===== config.mk =====
export PLATFORM = sky130hd
export DESIGN_NAME = ws2812b_rx_decoder_flat
export DESIGN_NICKNAME = d
export VERILOG_FILES = /design/src/rtl/ws2812b_rx_decoder_if.sv /design/src/rtl/ws2812b_rx_decoder.sv /design/src/flat_wrapper.sv
export SDC_FILE = /design/constraint.sdc
export NUM_CORES = 1
export LEC_CHECK = 0
export CORE_ASPECT_RATIO = 1.4
export CORE_MARGIN = 2
export CORE_UTILIZATION = 50
export DETAILED_ROUTE_END_ITERATION = 10
export HOLD_SLACK_MARGIN = 0.12
export PLACE_DENSITY = 0.84
export SETUP_SLACK_MARGIN = 0.3
export SYNTH_ARGS = -nofsm -noshare
export SYNTH_HDL_FRONTEND = slang
export SYNTH_SLANG_ARGS = --single-unit

===== constraint.sdc =====
create_clock -name clk -period 2.05 [get_ports clk]
set_input_delay 0.3075 -clock clk [delete_from_list [all_inputs] [get_ports clk]]
set_output_delay 0.3075 -clock clk [all_outputs]
set_load 0.005 [all_outputs]

===== src/rtl/ws2812b_rx_decoder_if.sv =====
// ws2812b_rx_decoder_if
// Bundles the serial line and the decoded-event outputs of the WS2812B
// receive front-end.
//   din_raw    : asynchronous WS2812B serial line (also forwarded downstream)
//   bit_valid  : one-cycle pulse per decoded bit
//   bit_value  : decoded bit, valid with bit_valid, held otherwise
//   byte_valid : one-cycle pulse with the 8th bit of a byte
//   byte_data  : last completed byte, held until the next byte_valid
//   idle       : one-cycle pulse when a reset/latch gap is seen
//   glitch     : one-cycle pulse when a runt pulse is dropped
//   state_dbg  : current decoder FSM state (debug visibility)
// Event semantics: every output is a registered pulse or held value; there is
// no ready/back-pressure, so the consumer must accept each pulse in the cycle
// it is presented.
interface ws2812b_rx_decoder_if;
    logic       din_raw;
    logic       bit_valid;
    logic       bit_value;
    logic       byte_valid;
    logic [7:0] byte_data;
    logic       idle;
    logic       glitch;
    logic [1:0] state_dbg;

    modport master (
        input  din_raw,
        output bit_valid, bit_value, byte_valid, byte_data, idle, glitch, state_dbg
    );

    modport slave (
        input din_raw, bit_valid, bit_value, byte_valid, byte_data, idle, glitch, state_dbg
    );
endinterface


===== src/rtl/ws2812b_rx_decoder.sv =====
// ws2812b_rx_decoder
// Synchronises the WS2812B serial line, measures each high pulse to classify
// it as a 0 or 1 code, shifts bits MSB-first into bytes and reports the
// reset/latch gap as an idle event.
// Ports:
//   clk   : single clock, rising edge
//   reset : asynchronous, active-high; clears all state
//   bus   : ws2812b_rx_decoder_if.master (din_raw in, decoded events out)
// Optional feature: define WS2812B_GLITCH_FILTER_EN to drop high pulses
// shorter than MIN_PULSE cycles (reported on glitch). Without it every high
// pulse decodes as a bit and glitch is constant 0.
module ws2812b_rx_decoder #(
    parameter int BIT_THRESH  = 38,
    parameter int IDLE_CYCLES = 3200,
    parameter int MIN_PULSE   = 6,
    parameter int CNT_W       = 12
) (
    input logic                   clk,
    input logic                   reset,
    ws2812b_rx_decoder_if.master  bus
);
    typedef enum logic [1:0] {
        S_IDLE = 2'd0,
        S_HIGH = 2'd1,
        S_LOW  = 2'd2
    } state_t;

    localparam logic [CNT_W-1:0] CNT_MAX   = {CNT_W{1'b1}};
    localparam logic [CNT_W-1:0] CNT_ONE   = CNT_W'(1);
    localparam logic [CNT_W-1:0] THRESH_C  = CNT_W'(BIT_THRESH);
    localparam logic [CNT_W-1:0] IDLE_C    = CNT_W'(IDLE_CYCLES);

    state_t           state, state_n;
    logic             sync1, din_s, din_prev;
    logic [CNT_W-1:0] cnt, cnt_n, cnt_inc;
    logic [2:0]       bit_cnt, bit_cnt_n;
    logic [7:0]       sr, sr_n;
    logic             bit_valid_q, bit_valid_n;
    logic             bit_value_q, bit_value_n;
    logic             byte_valid_q, byte_valid_n;
    logic [7:0]       byte_data_q, byte_data_n;
    logic             idle_q, idle_n;
    logic             glitch_q, glitch_n;
    logic             rise, fall, bit_b, runt;

    assign rise    = din_s & ~din_prev;
    assign fall    = ~din_s & din_prev;
    // Saturate so a line stuck high still decodes as a long (1) pulse.
    assign cnt_inc = (cnt == CNT_MAX) ? cnt : cnt + CNT_ONE;
    assign bit_b   = (cnt >= THRESH_C);

`ifdef WS2812B_GLITCH_FILTER_EN
    assign runt = (cnt < CNT_W'(MIN_PULSE));
`else
    logic [CNT_W-1:0] unused_min_pulse;
    assign unused_min_pulse = CNT_W'(MIN_PULSE);
    assign runt = 1'b0;
`endif

    always_ff @(posedge clk or posedge reset) begin
        if (reset) begin
            sync1        <= 1'b0;
            din_s        <= 1'b0;
            din_prev     <= 1'b0;
            state        <= S_IDLE;
            cnt          <= '0;
            bit_cnt      <= '0;
            sr           <= '0;
            bit_valid_q  <= 1'b0;
            bit_value_q  <= 1'b0;
            byte_valid_q <= 1'b0;
            byte_data_q  <= '0;
            idle_q       <= 1'b0;
            glitch_q     <= 1'b0;
        end else begin
            sync1        <= bus.din_raw;
            din_s        <= sync1;
            din_prev     <= din_s;
            state        <= state_n;
            cnt          <= cnt_n;
            bit_cnt      <= bit_cnt_n;
            sr           <= sr_n;
            bit_valid_q  <= bit_valid_n;
            bit_value_q  <= bit_value_n;
            byte_valid_q <= byte_valid_n;
            byte_data_q  <= byte_data_n;
            idle_q       <= idle_n;
            glitch_q     <= glitch_n;
        end
    end

    always_comb begin
        state_n      = state;
        cnt_n        = cnt;
        bit_cnt_n    = bit_cnt;
        sr_n         = sr;
        bit_valid_n  = 1'b0;
        bit_value_n  = bit_value_q;
        byte_valid_n = 1'b0;
        byte_data_n  = byte_data_q;
        idle_n       = 1'b0;
        glitch_n     = 1'b0;
        case (state)
            S_IDLE: begin
                if (rise) begin
                    cnt_n   = CNT_ONE;
                    state_n = S_HIGH;
                end
            end
            S_HIGH: begin
                if (fall) begin
                    if (runt) begin
                        // Runt pulse: shift state untouched, idle timing restarts.
                        glitch_n = 1'b1;
                    end else begin
                        bit_valid_n = 1'b1;
                        bit_value_n = bit_b;
                        sr_n        = {sr[6:0], bit_b};
                        bit_cnt_n   = bit_cnt + 3'd1;
                        if (bit_cnt == 3'd7) begin
                            byte_valid_n = 1'b1;
                            byte_data_n  = {sr[6:0], bit_b};
                        end
                    end
                    cnt_n   = CNT_ONE;
                    state_n = S_LOW;
                end else begin
                    cnt_n = cnt_inc;
                end
            end
            S_LOW: begin
                if (rise) begin
                    cnt_n   = CNT_ONE;
                    state_n = S_HIGH;
                end else if (cnt == IDLE_C) begin
                    // Latch gap: any partial byte is discarded.
                    idle_n    = 1'b1;
                    bit_cnt_n = '0;
                    sr_n      = '0;
                    cnt_n     = '0;
                    state_n   = S_IDLE;
                end else begin
                    cnt_n = cnt_inc;
                end
            end
            default: begin
                state_n = S_IDLE;
                cnt_n   = '0;
            end
        endcase
    end

    assign bus.bit_valid  = bit_valid_q;
    assign bus.bit_value  = bit_value_q;
    assign bus.byte_valid = byte_valid_q;
    assign bus.byte_data  = byte_data_q;
    assign bus.idle       = idle_q;
    assign bus.glitch     = glitch_q;
    assign bus.state_dbg  = state;
endmodule


===== src/flat_wrapper.sv =====
// flat-port wrapper written by rule: the top's interface ports become plain ports
module ws2812b_rx_decoder_flat 
#(
    parameter int BIT_THRESH  = 38,
    parameter int IDLE_CYCLES = 3200,
    parameter int MIN_PULSE   = 6,
    parameter int CNT_W       = 12
)
  (clk, reset, bus_din_raw, bus_bit_valid, bus_bit_value, bus_byte_valid, bus_byte_data, bus_idle, bus_glitch, bus_state_dbg);
  ws2812b_rx_decoder_if bus_i ();
  input logic clk;
  input logic reset;
  input wire logic [$bits(bus_i.din_raw)-1:0] bus_din_raw;
  output wire logic [$bits(bus_i.bit_valid)-1:0] bus_bit_valid;
  output wire logic [$bits(bus_i.bit_value)-1:0] bus_bit_value;
  output wire logic [$bits(bus_i.byte_valid)-1:0] bus_byte_valid;
  output wire logic [$bits(bus_i.byte_data)-1:0] bus_byte_data;
  output wire logic [$bits(bus_i.idle)-1:0] bus_idle;
  output wire logic [$bits(bus_i.glitch)-1:0] bus_glitch;
  output wire logic [$bits(bus_i.state_dbg)-1:0] bus_state_dbg;
  assign bus_i.din_raw = bus_din_raw;
  assign bus_bit_valid = bus_i.bit_valid;
  assign bus_bit_value = bus_i.bit_value;
  assign bus_byte_valid = bus_i.byte_valid;
  assign bus_byte_data = bus_i.byte_data;
  assign bus_idle = bus_i.idle;
  assign bus_glitch = bus_i.glitch;
  assign bus_state_dbg = bus_i.state_dbg;
  ws2812b_rx_decoder #(.BIT_THRESH(BIT_THRESH), .IDLE_CYCLES(IDLE_CYCLES), .MIN_PULSE(MIN_PULSE), .CNT_W(CNT_W)) u_core (.clk(clk), .reset(reset), .bus(bus_i));
endmodule

# == After elaboration in Yosys (flattened, before gate mapping) ==
# Index checks and enable logic that the tools add are counted.
# W data, S select, Z words.
# classes
n_addsub,2
n_lt_le_gt_ge,1
n_eq_ne,10
muxes,27
bitwise_logic,4
n_reduce_logical,6
# op_table
operator,count
$mux W12,5
$pmux W12 S3,1
$eq A12 B12 Y1 const B,2
$mux W7,3
$pmux W7 S2,1
$add A12 B1 Y12 const B,1
$ge A12 B6 Y1 const B,1
$mux W3,3
$mux W1,8
$mux W2,4
$ne A2 B1 Y1 const B,3
$pmux W2 S3,1
$pmux W3 S2,1
$reduce_and A3 Y1,2
$reduce_and A4 Y1,1
$add A3 B1 Y3 const B,1
$eq A3 B3 Y1 const B,1
$ne A3 B1 Y1 const B,1
$and A1 B1 Y1,2
$eq A2 B1 Y1 const B,1
$eq A2 B2 Y1 const B,1
$logic_not A2 Y1,1
$ne A2 B2 Y1 const B,1
$not A1 Y1,2
2 further kinds,2
# totals
reg_bits,39
in_bits,3
out_inout_bits,15
word_cells,62

# == Logic depth before layout (Yosys ltp) ==
# logic_depth
ltp_word,5
mapped_depth,8
depth_no_buf,7

# == Least setup slack after synthesis ==
# Ideal clock, no wire load.
# synth_timing
kind,reg-to-reg
start,register u_core.cnt[4]
end,register u_core.cnt[10]
setup_time_ns,0.127
t_arrival_ns,1.895
required_ns,1.923
slack_ns,0.028
path_stages_with_launch,8
n_path_buf,2
synth_period_minus_slack_ns,2.022
cell_sequence,dfrtp_1 buf_6 or4b_1 or3_4 a22o_4 buf_6 a41oi_2 a21oi_1
# synth_between
elab_chain_cells,5
elab_cells_between_ends,8
classes_between,add/sub (1); eq/ne (2); mux (5)
# synth_lines
element,line,rtl
from (decl),ws2812b_rx_decoder.sv:35,"logic [CNT_W-1:0] cnt, cnt_n, cnt_inc;"
from (signal assigned),ws2812b_rx_decoder.sv:80,cnt <= cnt_n;
$add A12 B1 Y12 / $eq A12 B12 Y1 (equally long branches),ws2812b_rx_decoder.sv:49,assign cnt_inc = (cnt == CNT_MAX) ? cnt : cnt + CNT_ONE;
$mux W12,ws2812b_rx_decoder.sv:49,
$mux W12,ws2812b_rx_decoder.sv:135,end else if (cnt == IDLE_C) begin
$mux W12,ws2812b_rx_decoder.sv:132,if (rise) begin
$pmux W12 S3 (*),ws2812b_rx_decoder.sv:103,case (state)
# Every way passes the cells marked *; elsewhere a longest branch is shown, timed or not.
# A chain may end at the register's enable or synchronous reset.

# == Worst setup path in the final report ==
# layout_timing
start,register u_core.cnt[4]
end,register u_core.cnt[6]
# The elaborated chain is that of the path after synthesis.

==> flow_metrics.py <==
metrics = {
    "status": {
        "status": "finished with violations",
        "failed_checks": "setup timing",
    },
    "clock_network": {
        "clkSinkCount": 39,
        "cts-htree-levels": 2,
        "cts_root_buffer": "clkbuf_8",
        "cts_buffers": 5,
        "cts_max_path_buffers": 2,
        "clk_latency_ns": 0.29,
        "cts_tree": "yes",
        "clk_pin_slew_ns": 0.07,
    },
    "drt": {
        "vias_per_cell": 6.00,
        "first_pass_iters": 4,
        "routedWlPerCell_um": 16.9,
        "antenna_left": 0,
        "finalWirelength_mm": 4.16,
        "drtIter0Drc": 73,
        "dr_total_vias": 1476,
        "drcViolationCount": 0,
    },
    "pwr": {
        "combPwrFrac": 0.279,
        "p_sw_frac": 0.289,
        "pwr-share-clk": 0.328,
        "power_density_mw_per_mm2": 989,
        "power_mw": 2.31,
        "sequentialPowerShare": 0.393,
        "p_switching_mw": 0.668,
        "ir_drop_uv": 735,
        "power.internal_mw": 1.64,
        "p_leak_nw": 1.11,
    },
    "worst_setup_path": {
        "crit_required_ns": 2.23,
        "cp-startpoint": "u_core.cnt[4]",
        "critPathLaunchType": "register",
        "critPathKind": "register to register",
        "critPathTopFamily": "simple AND/OR/NAND/NOR gates",
        "worstPathCellList": "or4b_4, or3_4, a22o_4, a21o_1, a22o_1",
        "regToRegSetupSlack_ns": -0.02,
        "end_kind": "register",
        "crit_arrival_ns": 2.26,
        "reg2reg_from": "u_core.cnt[4]",
        "path_buf_inv": 0,
        "critPathSlowestCell": "or4b_4",
        "max_stage_delay_ns": 0.53,
        "cp_max_fo": 6,
    },
    "floorplan": {
        "dieArea_mm2": 0.00417,
        "die_w_um": 55.2,
        "coreArea_mm2": 0.00358,
        "io_pins": 18,
        "start_util": 0.512,
        "die_y_um": 75.6,
        "rows": 26,
    },
    "timing": {
        "rsz0062_at_grt": "true",
        "fmax_mhz": 482,
        "timing.final.crit_share": 1.01,
        "setup_ws_ns": -0.0245,
        "slew_violations": 0,
        "fin_crit_ns": 2.07,
        "finClkSkew_ns": 0.00354,
        "finalSetupViolations": 4,
        "hold_viol": 0,
    },
    "final_layout": {
        "drive_gt1_frac": 0.240,
        "areaGrowthSynthToFinish_pct": 27.4,
        "n_antenna_cell": 0,
        "layout.nets": 211,
        "fillerInstances": 279,
        "final_core_util": 0.653,
    },
    "yosys": {
        "synth_edf_count": 0,
        "syn_inst": 167,
        "ys_warn_count": 0,
        "synthFlopType": "dfrtp_1",
        "seq_area_frac_synth": 0.532,
        "synth_fp_nets": 175,
        "avgSynthCellArea_um2": 11.0,
        "syn_area_mm2": 0.00183,
        "synth-seq-cells": 39,
        "ys_types": 39,
        "ys_async_sr_fraction": 1.00,
    },
    "placed_design": {
        "gp_congestion": 0.858,
        "pre_cts_slack_ns": -0.0403,
        "dp_hpwl_mm": 2.87,
        "port_buffers": 16,
    },
    "global_routing": {
        "grt_max_degree": 40,
        "antenna_found_initial": 0,
        "top_usage_layer": "met2",
        "grt_pass1_wl_mm": 7.12,
        "grt_util_met3": 0.0471,
        "gr-usage-met1": 0.274,
        "grt_pass1_vias": 1555,
        "grt_overflow_total": 0,
        "grtUsageMet2": 0.422,
        "gr-usage-all-layers": 0.241,
    },
    "job": {
        "maxCapViolCount": 0,
    },
    "hold_path": {
        "hp-start": "u_core.sync1",
        "hold_class": "register to register",
    },
}
==> per-layer routing <==
metal,part of all wire,wire (um)
met3,0.039,162
met1,0.38,1590
met5,0,0
met2,0.55,2300
met4,0.025,104
==> synthesized netlist by cell type (2+ instances only) <==
cell type	number	area share
a22o_1	10	0.048
nand4_1	6	0.020
a31oi_1	2	0.0068
or3_1	3	0.010
clkbuf_1	2	0.0041
mux2_2	7	0.043
dfrtp_1	39	0.53
buf_6	2	0.012
o21ai_0	12	0.033
and4_1	2	0.0096
ha_1	5	0.034
nand3_1	9	0.025
a21o_1	4	0.016
nand2b_1	3	0.010
a21oi_1	11	0.030
nand2_1	10	0.020
inv_1	8	0.016
nor2b_1	5	0.017
nor2_1	7	0.014
==> power groups by stage <==
| stage | sequential [mW] | combinational, mW | clock, mW |
|---|---|---|---|
| 2_1_floorplan | 0.915 | 0.345 | 0 |
| 3_3_place_gp | 0.911 | 0.497 | 0 |
| 3_5_place_dp | 0.917 | 0.543 | 0 |
| 4_1_cts | 0.907 | 0.635 | 0.774 |
| 5_1_grt | 0.919 | 0.707 | 0.806 |
| 6_report | 0.908 | 0.644 | 0.757 |
==> final timing paths <==
path	endpoint	depth (start not counted)
worst min-delay path	u_core.din_s	0
worst min register to register	u_core.din_s	0
worst max-delay path	u_core.cnt[6]	5
max in group asynchronous	u_core.cnt[2]	3
min in group asynchronous	u_core.bus.byte_data[2]	3
worst max register to register	u_core.cnt[6]	5
==> kinds of logic (layout without fill, tap and decap cells) <==
family	after synthesis	after routing	share of synthesized area
compound gates	44	45	0.166
xor+xnor	1	1	0.00478
fa+ha+maj	5	5	0.0341
buf+inv	14	50	0.0396
flops	39	39	0.532
mux	8	8	0.0485
other cells	1	1	0.00205
simple gates	55	55	0.173
==> registers in the layout, indices dropped and copies added, names as in the netlist <==
register / cells
u_core.din_s: 1
u_core.bus.bit_value: 1
u_core.bus.byte_valid: 1
u_core.din_prev: 1
u_core.bus.bit_valid: 1
u_core.bus.byte_data: 8
u_core.bit_cnt: 3
u_core.cnt: 12
u_core.sync1: 1
u_core.sr: 7
u_core.bus.idle: 1
u_core.bus.state_dbg: 2
==> through the flow <==
stage | cell area (um^2) | TNS (ns) | cells | hold slack, ns
finish | 2340 | -0.0647 | 246 | 0.356
global route | 2340 | -1.20 | 246 | 0.382
CTS | 2320 | -0.0427 | 246 | 0.358
detailed placement | 2120 | -0.138 | 234 | 0.340
global placement | 2120 | 0 | 234 | 0.332
floorplan | 1840 | 0 | 167 | 0.331
==> layout by cell type (no fill, tap or decap), types with 2 or more instances in the layout <==
master	instances
ha_1	5
nand2b_1	3
o21ai_1	6
and4_1	2
or3_1	2
inv_1	8
dfrtp_1	39
nor2_1	6
o21ai_0	6
buf_4	17
nor2_2	2
clkdlybuf4s50_1	16
a31oi_1	2
a22o_4	2
nand4_1	6
clkbuf_8	5
nor2b_1	4
a21oi_1	5
nand2_1	9
a21o_1	4
bufinv_16	2
or3_4	2
a21oi_2	6
a22o_1	10
mux2_2	7
nand3_1	9
==> final cells by class <==
class,instances,area (um^2),area share
multi-input cells,115,846,0.362
clock inverters,2,60.1,0.0257
flip-flops and latches,39,976,0.418
clock buffers,6,72.6,0.0311
repair buffers,34,299,0.128
well taps,42,52.6,0.0225
inverters,8,30.0,0.0129
==> repair_timing <==
action / in CTS / in global routing
gates cloned: 1 / 0
hold buffers: 0 / 0
endpoints found under the setup margin: 29 / 24
resized for setup: 12 / 6
hold endpoints to repair: 0 / 0
buffers inserted: 3 / 0
pin swaps: 7 / 3
(Power assumes the default switching activity.)
